File: config.mk
export PLATFORM = sky130hd
export DESIGN_NAME = ibex_instr_trace_sched
export DESIGN_NICKNAME = d
export VERILOG_FILES = /design/src/rtl/ibex_instr_trace_sched.sv
export SDC_FILE = /design/constraint.sdc
export NUM_CORES = 1
export LEC_CHECK = 0
export BUFFER_PORTS_ARGS = -buffer_cell sky130_fd_sc_hd__clkbuf_2
export CORE_MARGIN = 10
export CORE_UTILIZATION = 33
export CTS_CLUSTER_DIAMETER = 40
export DETAILED_ROUTE_END_ITERATION = 10
export HOLD_SLACK_MARGIN = 0.06
export SYNTH_ARGS = -nofsm -noshare
export SYNTH_HDL_FRONTEND = slang
export SYNTH_SLANG_ARGS = --single-unit
File: constraint.sdc
create_clock -name clk_i -period 16.35 [get_ports clk_i]
set_clock_uncertainty 0.15 [all_clocks]
set_input_delay 3.27 -clock clk_i [delete_from_list [all_inputs] [get_ports clk_i]]
set_output_delay 3.27 -clock clk_i [all_outputs]
set_load 0.05 [all_outputs]
File: src/rtl/ibex_instr_trace_sched.sv
// ID-stage trace capture FIFO with hysteresis drop mode and drop accounting.
// Define IBEX_TRACE_COMPRESSED_EN to store and emit the raw compressed encoding.
module ibex_instr_trace_sched #(
  parameter int unsigned DATA_WIDTH = 32,
  parameter int unsigned DEPTH      = 4,
  parameter int unsigned CNT_WIDTH  = 16
) (
  input  logic                  clk_i,
  input  logic                  rst_ni,
  input  logic                  enable_i,
  input  logic                  flush_i,
  input  logic                  valid_id_i,
  input  logic                  stall_id_i,
  input  logic                  err_id_i,
  input  logic                  is_compressed_id_i,
  input  logic [15:0]           instr_compressed_id_i,
  input  logic [DATA_WIDTH-1:0] instr_id_i,
  input  logic [DATA_WIDTH-1:0] pc_id_i,
  input  logic                  branch_taken_id_i,
  input  logic [DATA_WIDTH-1:0] branch_target_id_i,
  input  logic                  jump_set_id_i,
  output logic                  out_valid_o,
  input  logic                  out_ready_i,
  output logic [DATA_WIDTH-1:0] out_pc_o,
  output logic [DATA_WIDTH-1:0] out_instr_o,
  output logic [15:0]           out_instr_c_o,
  output logic [DATA_WIDTH-1:0] out_target_o,
  output logic [3:0]            out_flags_o,
  output logic [CNT_WIDTH-1:0]  dropped_cnt_o,
  output logic                  overflow_o
);

  localparam int unsigned AW = $clog2(DEPTH);
  localparam int unsigned PW = AW + 1;
  localparam logic [PW-1:0] HALF = PW'(DEPTH / 2);

  typedef enum logic [1:0] {
    IDLE,
    RUN,
    DROP,
    FLUSH
  } state_e;

  state_e                state_q;
  logic [PW-1:0]         wptr_q;
  logic [PW-1:0]         rptr_q;
  logic [PW-1:0]         occ;
  logic [CNT_WIDTH-1:0]  cnt_q;
  logic                  ovf_q;

  logic [DATA_WIDTH-1:0] pc_mem  [DEPTH];
  logic [DATA_WIDTH-1:0] ins_mem [DEPTH];
  logic [DATA_WIDTH-1:0] tgt_mem [DEPTH];
  logic [3:0]            flg_mem [DEPTH];

  logic          full;
  logic          empty;
  logic          ev;
  logic          pop;
  logic          push;
  logic          drop;
  logic [AW-1:0] head;
  logic [AW-1:0] tail;

  assign occ   = wptr_q - rptr_q;
  assign empty = (wptr_q == rptr_q);
  assign full  = (wptr_q[AW] != rptr_q[AW]) &&
                 (wptr_q[AW-1:0] == rptr_q[AW-1:0]);
  assign head  = rptr_q[AW-1:0];
  assign tail  = wptr_q[AW-1:0];

  assign ev   = enable_i & valid_id_i & ~stall_id_i & ~flush_i &
                ((state_q == RUN) | (state_q == DROP));
  assign pop  = out_valid_o & out_ready_i;
  // A full FIFO still accepts in RUN when the head leaves the same cycle.
  assign push = ev & (state_q == RUN) & (~full | pop);
  assign drop = ev & ~push;

  always_ff @(posedge clk_i or negedge rst_ni) begin
    if (!rst_ni) begin
      state_q <= IDLE;
      wptr_q  <= '0;
      rptr_q  <= '0;
      cnt_q   <= '0;
      ovf_q   <= 1'b0;
    end else if (flush_i) begin
      state_q <= FLUSH;
      wptr_q  <= '0;
      rptr_q  <= '0;
      cnt_q   <= '0;
      ovf_q   <= 1'b0;
    end else begin
      if (push) wptr_q <= wptr_q + PW'(1);
      if (pop)  rptr_q <= rptr_q + PW'(1);
      if (drop) begin
        ovf_q <= 1'b1;
        if (cnt_q != '1) cnt_q <= cnt_q + CNT_WIDTH'(1);
      end
      case (state_q)
        IDLE: if (enable_i) state_q <= RUN;
        RUN: begin
          if (!enable_i) state_q <= IDLE;
          else if (drop) state_q <= DROP;
        end
        DROP: begin
          if (!enable_i) state_q <= IDLE;
          else if (occ <= HALF) state_q <= RUN;
        end
        FLUSH:   state_q <= IDLE;
        default: state_q <= IDLE;
      endcase
    end
  end

  always_ff @(posedge clk_i) begin
    if (push) begin
      pc_mem[tail]  <= pc_id_i;
      ins_mem[tail] <= instr_id_i;
      tgt_mem[tail] <= branch_target_id_i;
      flg_mem[tail] <= {jump_set_id_i, branch_taken_id_i,
                        is_compressed_id_i, err_id_i};
    end
  end

  assign out_valid_o   = ~empty;
  assign out_pc_o      = out_valid_o ? pc_mem[head]  : '0;
  assign out_instr_o   = out_valid_o ? ins_mem[head] : '0;
  assign out_target_o  = out_valid_o ? tgt_mem[head] : '0;
  assign out_flags_o   = out_valid_o ? flg_mem[head] : '0;
  assign dropped_cnt_o = cnt_q;
  assign overflow_o    = ovf_q;

`ifdef IBEX_TRACE_COMPRESSED_EN
  logic [15:0] ic_mem [DEPTH];

  always_ff @(posedge clk_i) begin
    if (push) ic_mem[tail] <= instr_compressed_id_i;
  end

  assign out_instr_c_o = out_valid_o ? ic_mem[head] : '0;
`else
  logic unused_instr_c;

  assign unused_instr_c = ^instr_compressed_id_i;
  assign out_instr_c_o  = '0;
`endif

endmodule

After elaboration in Yosys (flattened, before gate mapping)
Memories as Yosys holds them, arrays and structs flattened.
Index checks and enable logic that the tools add are counted.
{"block": "totals", "ram_bits": 400, "regBits": 25, "memories": 4, "out_inout_bits": 134}
{"memory": "ins_mem", "depth": 4, "width": 32, "rd": 1, "rd_clocked_by_memory_dff": 0, "write_ports": 1, "line_no": "52", "rtl": "logic [DATA_WIDTH-1:0] ins_mem [DEPTH];"}
{"memory": "pc_mem", "depth": 4, "width": 32, "rd": 1, "rd_clocked_by_memory_dff": 0, "write_ports": 1, "line_no": "51", "rtl": "logic [DATA_WIDTH-1:0] pc_mem [DEPTH];"}
{"memory": "tgt_mem", "depth": 4, "width": 32, "rd": 1, "rd_clocked_by_memory_dff": 0, "write_ports": 1, "line_no": "53", "rtl": "logic [DATA_WIDTH-1:0] tgt_mem [DEPTH];"}
{"memory": "flg_mem", "depth": 4, "width": 4, "rd": 1, "rd_clocked_by_memory_dff": 0, "write_ports": 1, "line_no": "54", "rtl": "logic [3:0] flg_mem [DEPTH];"}
{"block": "classes", "n_addsub": 4, "bitwise": 15, "n_reduce_logical": 8, "n_eq_ne": 10, "n_lt_le_gt_ge": 1, "n_mux": 22}
{"cell": "2-to-1 mux 32 bit", "n": 3}
{"cell": "2-to-1 mux 16 bit", "n": 3}
{"cell": "adder 16 x 1 -> 16 bit (second input constant)", "n": 1}
{"cell": "inequality test 16 bit (second input constant)", "n": 1}
{"cell": "2-to-1 mux 2 bit", "n": 6}
{"cell": "2-to-1 mux 3 bit", "n": 4}
{"cell": "bitwise AND 1 bit", "n": 8}
{"cell": "one-hot mux 2 bit (4 select lines)", "n": 1}
{"cell": "nonzero test 2 bit", "n": 4}
{"cell": "adder 3 x 1 -> 3 bit (second input constant)", "n": 2}
{"cell": "NOT 1 bit", "n": 5}
{"cell": "== test 2 bit (second input constant)", "n": 2}
{"cell": "2-to-1 mux 1 bit", "n": 4}
{"cell": "2-to-1 mux 4 bit", "n": 1}
{"cell": "inequality test 4 x 3 -> 1 bit (second input constant)", "n": 1}
{"cell": "inequality test 4 bit (second input constant)", "n": 1}
{"cell": "== test 3 bit", "n": 1}
{"cell": "<= comparator 3 x 2 -> 1 bit (second input constant)", "n": 1}
{"cell": "inequality test 3 bit (second input constant)", "n": 1}
{"cell": "AND reduction 3 bit", "n": 1}
{"cell": "subtractor 3 bit", "n": 1}
{"cell": "== test 2 x 1 -> 1 bit (second input constant)", "n": 1}
{"cell": "== test 2 bit", "n": 1}
{"cell": "zero test 2 bit", "n": 1}
{"cell": "other kinds (4)", "n": 5}

Logic depth before layout (Yosys ltp)
Gate-level depths: netlist of run 1.
{"block": "depth", "ltp_word": 12, "mapped_depth": 10}

Least setup slack after synthesis of run 1
OpenSTA, ideal clock, no wires.
{"block": "synth_timing", "kind": "input to register", "start": "input port flush_i", "end": "memory flg_mem[3][0], enable pin", "setup_ns": 0.686, "path_stages": 3, "path_slack_ns": 4.842, "required_time_ns": 15.514, "arrival_ns": 10.672, "cell_sequence": "nand3b_1 or2_2 nor3_1"}
{"block": "synth_via", "elab_chain_cells": 7}
{"element": "from (decl)", "line_no": "11", "rtl": "input logic flush_i,"}
{"element": "NOT 1 bit", "line_no": "72", "rtl": "assign ev = enable_i & valid_id_i & ~stall_id_i & ~flush_i &"}
{"element": "bitwise AND 1 bit (2 in series)", "line_no": "72"}
{"element": "bitwise AND 1 bit (2 in series)", "line_no": "76", "rtl": "assign push = ev & (state_q == RUN) & (~full | pop);"}
{"element": "2-to-1 mux 1 bit", "line_no": "116", "rtl": "if (push) begin"}
{"element": "2-to-1 mux 1 bit (implied by the code)", "line_no": "120", "rtl": "flg_mem[tail] <= {jump_set_id_i, branch_taken_id_i,"}
{"element": "to (decl)", "line_no": "54"}
Every way passes these cells.

Worst setup path after layout of run 1
{"block": "layout_timing", "start": "register rptr_q[0]", "end": "output port out_target_o[31]"}
{"block": "layout_via", "elab_chain_cells": 2, "elab_cells_between_ends": 3, "classes_between": "eq/ne: 1; mux: 1; memory: 1"}
{"element": "from (decl)", "line_no": "46", "rtl": "logic [PW-1:0] rptr_q;"}
{"element": "from (signal assigned)", "line_no": "94", "rtl": "if (pop) rptr_q <= rptr_q + PW'(1);"}
{"element": "memory read (4 x 32 bit) or == test 3 bit (tied branches)"}
{"element": "2-to-1 mux 32 bit *", "line_no": "128", "rtl": "assign out_target_o = out_valid_o ? tgt_mem[head] : '0;"}
{"element": "to (decl)", "line_no": "27", "rtl": "output logic [DATA_WIDTH-1:0] out_target_o,"}
Every way passes the cells marked *; elsewhere a longest branch is shown, timed or not.

==> results by group, run 1 <==
Critical path
  • Critical Path Start Type: flip-flop
  • CP endpoint kind: primary output
  • Slowest cell on crit path: buf_4
  • RR Endpoint: tgt_mem[0][11]
  • Crit path required time: 12.93 ns
  • Worst-path maximum fanout: 43
  • Arr. time, crit path: 4.13 ns
  • Reg2reg path depth: 8
  • CP most frequent cell: buf_4
  • Worst path cell trace: buf_4 > buf_4 > mux4_2 > and2_1 > clkbuf_2
  • R2R Setup Slk: 12.03 ns
  • Reg-to-Reg Start: rptr_q[1]
  • Setup CP Type: flip-flop to primary output
  • Slowest cell delay on critical path: 0.84 ns

Hold path
  • Worst hold start: overflow_o
  • HP Class: flip-flop to flip-flop
  • Hold path endpoint: overflow_o
  • Hold path depth: 2

Placement
  • Buffers added on ports: 224
  • Final Wtd Congestion: 0.779
  • Post-DP HPWL: 22.2 mm
  • Dpl cells: 1688
  • Pre-CTS WS: 9.22 ns

Synth
  • Primary FF master, synth: edfxtp_1
  • Yosys warns: 0
  • Flops & latches, synth: 425
  • Post-synth top area share: 71.7%
  • Count leader, synth: edfxtp_1
  • Post-Synthesis Cells: 819
  • Mapped Area: 16800 um^2
  • Post-synthesis async set-or-reset flop share: 5.88%
  • Syn Area/Cell: 20.5 um^2
  • Top post-synthesis cells by count: edfxtp_1 (400), and2_1 (104), mux4_2 (100)
  • Area leader, netlist: edfxtp_1
  • Unique cell type count in the Yosys netlist: 49
  • Sequential area share after synthesis: 75.4%
  • Top cells by area, synth: edfxtp_1 (72%), mux4_2 (13%), and2_1 (3.9%), dfrtp_1 (3.7%), ha_1 (0.90%)
  • Post-synth EDFFs: 400

Route
  • ANT nets after route: 0
  • WL/cell: 21.0 um
  • Detailed Route WL: 37.8 mm
  • Drt first-iter violations: 446
  • Remaining DRCs: 0
  • Via density: 4.69
  • Pre-antenna DRT Iters: 6
  • Via count: 8459

Clocking
  • Post-CTS Setup Repair Bufs: 0
  • Hold-fix buffers, CTS: 0
  • Root Buffer: clkbuf_16
  • CTS H-tree lvls: 2
  • CTS Buffer Depth: 3
  • Num CTS Buffers: 61
  • CTS Sinks: 425
  • Clk_lat worst skew: 0.61 ns
  • CTS tree: done
  • Clock transition at path regs: 0.05 ns
  • PostCTS Resize Cnt: 0

Timing
  • F_max: 0.132 GHz
  • Slew Limit Fails: 0
  • Period minus WS final: 7.55 ns
  • Worst-margin pin slew: 1.03 ns
  • Hold Violations, Final: 0
  • Period utilisation layout: 46.2%
  • Setup TNS: 0 ns
  • RSZ-0062 raised after global routing: false
  • Max-slew headroom: 31.6%
  • Worst hold slack: 0.358 ns
  • Endpoints failing setup: 0
  • Final WS setup: 8.80 ns

Job
  • Max-Cap Viols: 0

Floorplan
  • Core area: 50200 um^2
  • Std-Cell Rows: 82
  • Die width: 245 um
  • IO Count: 257
  • Die area: 60200 um^2
  • Chip Height: 245 um
  • Initial Utilization: 33.4%

Global route
  • Remaining global-route overflow: 0
  • Initial antenna violation count: 8
  • Gr usage total: 12.5%
  • Largest net degree at the start of global routing: 76
  • Vias in the first global route: 9261
  • First-pass GRT wire length: 57.4 mm

Power
  • Pleak: 0.00721 uW
  • Peak supply drop: 0.109 mV
  • PD cells: 126 nW/um^2

Layout
  • Fin cells: 1803
  • Fraction of layout cells with a size suffix above 1: 40.1%
  • Layout Utilization: 41.3%
  • NumNets Final: 1215
  • Synth-to-Final Area Change: 23.8%

Status
  • Status: complete, no violations
[worst max-delay path, delay by kind of cell (launching register included)]
family / cells / cell delay, ns
buffers and inverters: 3 / 1.87
DFF: 1 / 0.76
muxes: 1 / 0.60
and+or+nand+nor: 1 / 0.20
[worst max-delay path by stage]
stage	from	to	slack (ns)	cells after the start
final	rptr_q[0]	out_target_o[31]	8.80	5
after global routing	rptr_q[0]	out_pc_o[0]	8.35	5
after CTS	rptr_q[0]	out_target_o[31]	8.54	5
after detailed placement	rptr_q[0]	out_target_o[31]	9.22	5
after global placement	rptr_q[0]	out_target_o[13]	9.23	5
after floorplan	flush_i	flg_mem[3][0]	4.84	3
[cell families after synthesis]
logic type | share of synthesized area [%]
DFF | 75.4
and+or+nand+nor | 6.11
muxes | 13.7
buffers and inverters | 1.93
AOI/OAI and AO/OA | 1.28
adders and majority gates | 1.02
xor gates and xnor gates | 0.552
other | 0.0224
[cell usage in the layout, fill, tap and decap left out, types with 4 or more instances in the layout]
master,count
a21oi_1,11
and2_1,101
buf_4,11
bufinv_16,10
clkbuf_1,8
clkbuf_16,61
clkbuf_2,224
clkinv_1,7
clkinv_2,5
clkinv_4,4
clkinvlp_4,10
conb_1,16
dfrtp_1,23
edfxtp_1,400
ha_1,12
inv_1,12
inv_6,5
mux4_2,100
nand2_1,9
nand3_1,8
nand4_1,4
nor2_1,17
o21ai_0,12
or3_2,4
xnor2_1,5
[sequential cells by signal (all words and copies together), names as in the netlist]
signal / count
tgt_mem: 128
overflow_o: 1
dropped_cnt_o: 16
wptr_q: 3
pc_mem: 128
flg_mem: 16
rptr_q: 3
ins_mem: 128
state_q: 2
[stage by stage]
step	cell area [um^2]	total power (uW)
final	20700	2620
after global routing	20700	2710
after CTS	20700	2660
after detailed placement	18600	1300
after global placement	18600	1300
after floorplan	16800	1270
[layout make-up]
cell class / count / area, um^2
Timing Repair Buffer: 235 / 1200
Tap cell: 672 / 841
Clock buffer: 69 / 1560
Inverter: 12 / 45.0
Fill cell: 4471 / 29400
Antenna cell: 1 / 2.50
Sequential cell: 425 / 12600
Multi-Input combinational cell: 344 / 3880
Clock inverter: 45 / 568
[routing by layer]
layer	GRT usage (%)	vias to the layer above	wire length, um
met5	0	-	84
met4	3.98	12	726
met3	4.82	64	3330
met2	20.2	267	18200
met1	15.3	4310	15500
li1	-	3806	-
[power breakdown]
| group | internal, uW | leakage (uW) | switching, uW | total [uW] |
|---|---|---|---|---|
| clock network | 851 | 0.00101 | 492 | 1340 |
| logic | 23.8 | 0.00227 | 56.9 | 80.7 |
| registers | 1190 | 0.00393 | 2.97 | 1200 |
Note: power is estimated with default switching activity, not from simulation.
==> inputs of run 2 (changes only) <==
Settings changed: ABC_AREA set to 1.
Clock period 16.35 ns to 7.85 ns, I/O delays scaled along.
==> run 2 against run 1 <==
Compared with the run above:
- first-iteration DRC count up 46%
- sequential cell count unchanged
- critical path depth up 2
- sequential power up 110%
- utilization about the same
- worst setup slack worse by 6.8 ns
- final area up 3.0%
- non-clock buffer count up 7
- critical endpoint is now out_pc_o[2]
- count of clock-buffer cells in the layout up 7
- worst hold slack worse by 0.0029 ns
- power rose to 2.7 times the previous value
==> results by group, run 2 <==
Synth
  • Post-synthesis async set-or-reset flop share: 5.88%
  • Sequential area share after synthesis: 72.9%
  • Simple-Gate Fraction of Synth Area: 12.5%
  • Primary FF master, synth: edfxtp_1
  • Syn Area/Cell: 12.1 um^2
  • Post-Synthesis Cells: 1438
  • Unique cell type count in the Yosys netlist: 35
  • Count leader, synth: nor2_1
  • Mapped Area: 17300 um^2
  • Area leader, netlist: edfxtp_1
  • Yosys warns: 0
  • Complex-gate fraction of the synthesized area: 9.64%
  • Flops & latches, synth: 425
  • Top post-synthesis cells by count: nor2_1 (427), edfxtp_1 (400), o21ai_0 (207)
  • Mux cell area share after synthesis: 0%
  • Post-synth EDFFs: 400
  • Post-synth top area share: 69.3%
  • Largest family of logic cells by synthesized area: simple AND/OR/NAND/NOR gates
  • Post-Synth XOR/XNOR Area: 0.354%
  • Post-synthesis adder-cell area fraction: 0.982%
  • Top cells by area, synth: edfxtp_1 (69%), nor2_1 (9.2%), o21ai_0 (6.0%), dfrtp_1 (3.6%), a21oi_1 (3.0%)

Floorplan
  • Die width: 249 um
  • Initial Utilization: 33.6%
  • Core area: 51600 um^2
  • IO Count: 257
  • Die area: 62100 um^2
  • Chip Height: 249 um
  • Std-Cell Rows: 83

Global route
  • Vias in the first global route: 11200
  • Largest net degree at the start of global routing: 159
  • Initial antenna violation count: 7
  • First-pass GRT wire length: 67.2 mm
  • Gr usage total: 13.8%
  • Remaining global-route overflow: 0

Job
  • Max-Cap Viols: 0

Clocking
  • Clock transition at path regs: 0.06 ns
  • CTS tree: done
  • CTS Sinks: 425
  • PostCTS Resize Cnt: 0
  • Hold-fix buffers, CTS: 0
  • Root Buffer: clkbuf_16
  • Num CTS Buffers: 70
  • Clk_lat worst skew: 0.59 ns
  • Post-CTS Setup Repair Bufs: 0
  • CTS Buffer Depth: 3
  • CTS H-tree lvls: 3

Critical path
  • R2R Setup Slk: 3.85 ns
  • Arr. time, crit path: 4.12 ns
  • Critical Path Start Type: flip-flop
  • Crit path required time: 6.13 ns
  • Setup CP Type: flip-flop to primary output
  • CP endpoint kind: primary output
  • Reg-to-Reg Start: rptr_q[1]
  • Crit path to: out_pc_o[2]
  • Reg2reg path depth: 9
  • Crit path from: rptr_q[1]
  • Worst-path maximum fanout: 36
  • RR Endpoint: tgt_mem[3][12]

Timing
  • Hold Violations, Final: 0
  • Worst hold slack: 0.355 ns
  • F_max: 0.171 GHz
  • Setup TNS: 0 ns
  • Period utilisation layout: 74.4%
  • Max-slew headroom: 27.1%
  • Slew Limit Fails: 0
  • Endpoints failing setup: 0
  • Worst-margin pin slew: 1.09 ns
  • Period minus WS final: 5.84 ns
  • RSZ-0062 raised after global routing: false

Placement
  • Final Wtd Congestion: 0.829
  • Buffers added on ports: 224
  • Dpl cell area: 19100 um^2
  • Post-DP HPWL: 24.9 mm

Layout
  • Commonest non-fill, non-tap cell in the layout: nor2_1
  • Register Area: 12600 um^2
  • Fraction of layout cells with a size suffix above 1: 23.0%
  • Layout Utilization: 41.4%
  • Final instance area: 21400 um^2
  • Largest regs: ins_mem (128), pc_mem (128), tgt_mem (128)
  • # fillers: 4792
  • Synth-to-Final Area Change: 23.2%
  • NumNets Final: 1805
  • Multi-input logic area: 4170 um^2
  • Most frequent cells in the layout: nor2_1 (423), edfxtp_1 (400), clkbuf_2 (224)

Hold path
  • HP Class: flip-flop to flip-flop

Route
  • Pre-antenna DRT Iters: 5
  • ANT nets after route: 0
  • Via density: 4.75
  • Detailed Route WL: 44.0 mm
  • Via count: 11400
  • Remaining DRCs: 0
  • Drt first-iter violations: 651
  • WL/cell: 18.3 um

Power
  • PD cells: 331 nW/um^2
  • Peak supply drop: 0.262 mV
  • Pleak: 0.00788 uW

Status
  • Status: complete, no violations
[run 2: area by class of cell]
class	count	share of cell area, %
Clock buffer	76	8.41
Clock inverter	51	2.34
Timing Repair Buffer	242	6.00
Inverter	29	0.539
Multi-Input combinational cell	901	19.5
Antenna cell	3	0.0351
Sequential cell	425	59.2
Tap cell	680	3.98
[run 2: cells by family (layout without fill, tap and decap cells)]
group	Yosys count	after routing
XOR/XNOR	7	7
flip-flops	425	425
AND/OR/NAND/NOR	539	539
adder cells (fa/ha/maj)	13	13
buffers and inverters	127	398
AO/OA/AOI/OAI	326	326
other	1	19
[run 2: power by group]
group / switching (uW) / internal, uW / leakage (uW)
logic: 1250 / 328 / 0.00284
registers: 52.2 / 2500 / 0.00393
clock network: 1120 / 1830 / 0.00111
[run 2: how the worst min path moves through the flow]
stage,endpoint,depth (start not counted),startpoint
2_1_floorplan,state_q[1],2,state_q[1]
3_3_place_gp,state_q[0],2,state_q[0]
3_5_place_dp,state_q[0],2,state_q[0]
4_1_cts,state_q[0],2,state_q[0]
5_1_grt,state_q[1],2,state_q[1]
6_report,state_q[0],2,state_q[0]
[run 2: per-layer routing]
metal / part of all wire [%] / vias to the layer above / global-route usage (%)
li1: - / 5504 / -
met2: 47 / 327 / 22.1
met4: 1.8 / 10 / 4.42
met1: 43 / 5516 / 17.2
met3: 7.7 / 68 / 4.69
met5: 0.18 / - / 0
[run 2: critical path, cell delays in order (launching register included)]
cell and delay (ns):
dfrtp_4 0.80, inv_4 0.37, ha_1 0.39, nand2_1 0.10, nor2_4 0.83, buf_4 0.54, a21oi_1 0.18, clkbuf_2 0.28
[run 2: through the flow]
stage,std cells,power (uW),worst slack [ns]
floorplan,1453,3750,0.802
global placement,2277,4190,2.51
global route,2405,7390,1.72
detailed placement,2277,4200,2.53
CTS,2404,7180,1.84
finish,2407,7080,2.01
==> inputs of run 3 (changes only) <==
Clock period 7.85 ns to 5.95 ns, I/O delays scaled along.
==> run 3 against run 2 <==
Compared with the run above:
- count of clock-buffer cells in the layout fell by 1
- clock power rose by 36%
- cell count barely moved
- critical path type unchanged
- largest power group unchanged
- highest routed layer unchanged
==> results by group, run 3 (synthesized netlist as in run 2, its figures left out) <==
Global route
  • Remaining global-route overflow: 0
  • Largest net degree at the start of global routing: 127
  • Vias in the first global route: 11200
  • First-pass GRT wire length: 67.6 mm
  • Gr usage total: 13.8%
  • Initial antenna violation count: 6

Clocking
  • CTS tree: done
  • Clk_lat worst skew: 0.58 ns
  • Post-CTS Setup Repair Bufs: 0
  • Root Buffer: clkbuf_16
  • CTS H-tree lvls: 3
  • Hold-fix buffers, CTS: 0
  • Clock transition at path regs: 0.04 ns
  • Num CTS Buffers: 70
  • CTS Sinks: 425
  • PostCTS Resize Cnt: 0
  • CTS Buffer Depth: 3

Timing
  • Period minus WS final: 4.76 ns
  • Worst hold slack: 0.350 ns
  • Slew Limit Fails: 0
  • Endpoints failing setup: 0
  • Hold Violations, Final: 0
  • RSZ-0062 raised after global routing: false
  • Max-slew headroom: 34.3%
  • Setup TNS: 0 ns
  • F_max: 0.210 GHz
  • Period utilisation layout: 80.0%
  • Final WS setup: 1.19 ns
  • Worst-margin pin slew: 0.985 ns

Layout
  • Layout Utilization: 41.7%
  • Fraction of layout cells with a size suffix above 1: 23.0%
  • Commonest non-fill, non-tap cell in the layout: nor2_1
  • Fin cells: 2408
  • Multi-input logic area: 4170 um^2
  • # fillers: 4801
  • Synth-to-Final Area Change: 24.1%
  • Register Area: 12600 um^2
  • Largest regs: ins_mem (128), pc_mem (128), tgt_mem (128)
  • NumNets Final: 1805
  • Most frequent cells in the layout: nor2_1 (423), edfxtp_1 (400), clkbuf_2 (224)

Route
  • Detailed Route WL: 44.1 mm
  • ANT nets after route: 0
  • WL/cell: 18.3 um
  • Pre-antenna DRT Iters: 5
  • Via density: 4.76
  • Via count: 11500
  • Drt first-iter violations: 640
  • Remaining DRCs: 0

Critical path
  • Slowest cell on crit path: dfrtp_4
  • R2R Setup Slk: 2.09 ns
  • Worst-path maximum fanout: 45
  • Arr. time, crit path: 3.42 ns
  • Crit path required time: 4.61 ns
  • Slowest cell delay on critical path: 0.79 ns
  • Critical Path Start Type: flip-flop
  • Worst path cell trace: inv_4 > ha_1 > nand2_1 > nor2_4 > buf_4 > a21oi_1 > clkbuf_2
  • CP endpoint kind: primary output
  • Setup CP Type: flip-flop to primary output

Power
  • Pleak: 0.00792 uW
  • Peak supply drop: 0.400 mV
  • PD cells: 440 nW/um^2

Job
  • Max-Cap Viols: 0

Floorplan
  • Initial Utilization: 33.6%
  • Std-Cell Rows: 83
  • IO Count: 257
  • Die area: 62100 um^2
  • Die width: 249 um
  • Core area: 51600 um^2
  • Chip Height: 249 um

Placement
  • Dpl cells: 2277
  • Pre-CTS WS: 1.71 ns
  • Final Wtd Congestion: 0.817
  • Buffers added on ports: 224
  • Post-DP HPWL: 25.1 mm

Status
  • Status: complete, no violations

Hold path
  • HP Class: flip-flop to flip-flop
==> run 3: cell count changes in the layout (fill, tap and decap cells not counted), moves of 2 or more <==
cell	previous run	this run
buf_4	16	10
buf_12	2	8
inv_8	7	0
bufinv_16	4	8
clkinv_1	5	8
clkinv_2	9	12
clkinv_4	6	4
diode_2	3	1
==> run 3: power breakdown <==
| group | switching (uW) | total, uW | internal, uW |
|---|---|---|---|
| Clock | 1460 | 4000 | 2540 |
| Sequential | 82.9 | 3390 | 3300 |
| Combinational | 1640 | 2070 | 431 |
==> run 3: final timing paths <==
path,from,endpoint,depth (start not counted)
worst max-delay path,rptr_q[1],out_target_o[30],7
worst min-delay path,state_q[0],state_q[0],2
worst max register to register,rptr_q[1],tgt_mem[3][29],8
worst min register to register,state_q[0],state_q[0],2
max in group asynchronous,rst_ni,rptr_q[1],1
min in group asynchronous,rst_ni,dropped_cnt_o[14],1
==> run 3: layout make-up <==
type	count	share of cell area, %
multi-input cells	901	19.4
well taps	680	3.96
inverters	29	0.535
flip-flops and latches	425	58.8
clock inverters	55	2.80
diodes	1	0.0116
repair buffers	242	6.31
clock buffers	75	8.23
==> run 3: metrics by stage <==
stage	cell area (um^2)	power, uW
3_5_place_dp	19100	5540
6_report	21500	9460
3_3_place_gp	19100	5520
4_1_cts	21500	9590
5_1_grt	21500	9890
2_1_floorplan	17400	4950
==> run 3: critical path: cells and delay by family, from the launching register on <==
family,cells,cell delay (ns)
adders and majority gates,1,0.40
and+or+nand+nor,2,0.26
buffers and inverters,3,1.14
AOI/OAI and AO/OA,1,0.20
DFF,1,0.79
==> run 3: layer usage <==
metal	part of all wire [%]	vias to the layer above	track usage (%)
met1	43	5551	17.2
met3	7.5	72	4.97
li1	-	5508	-
met5	0.17	-	0
met4	1.9	10	4.14
met2	47	315	22.1
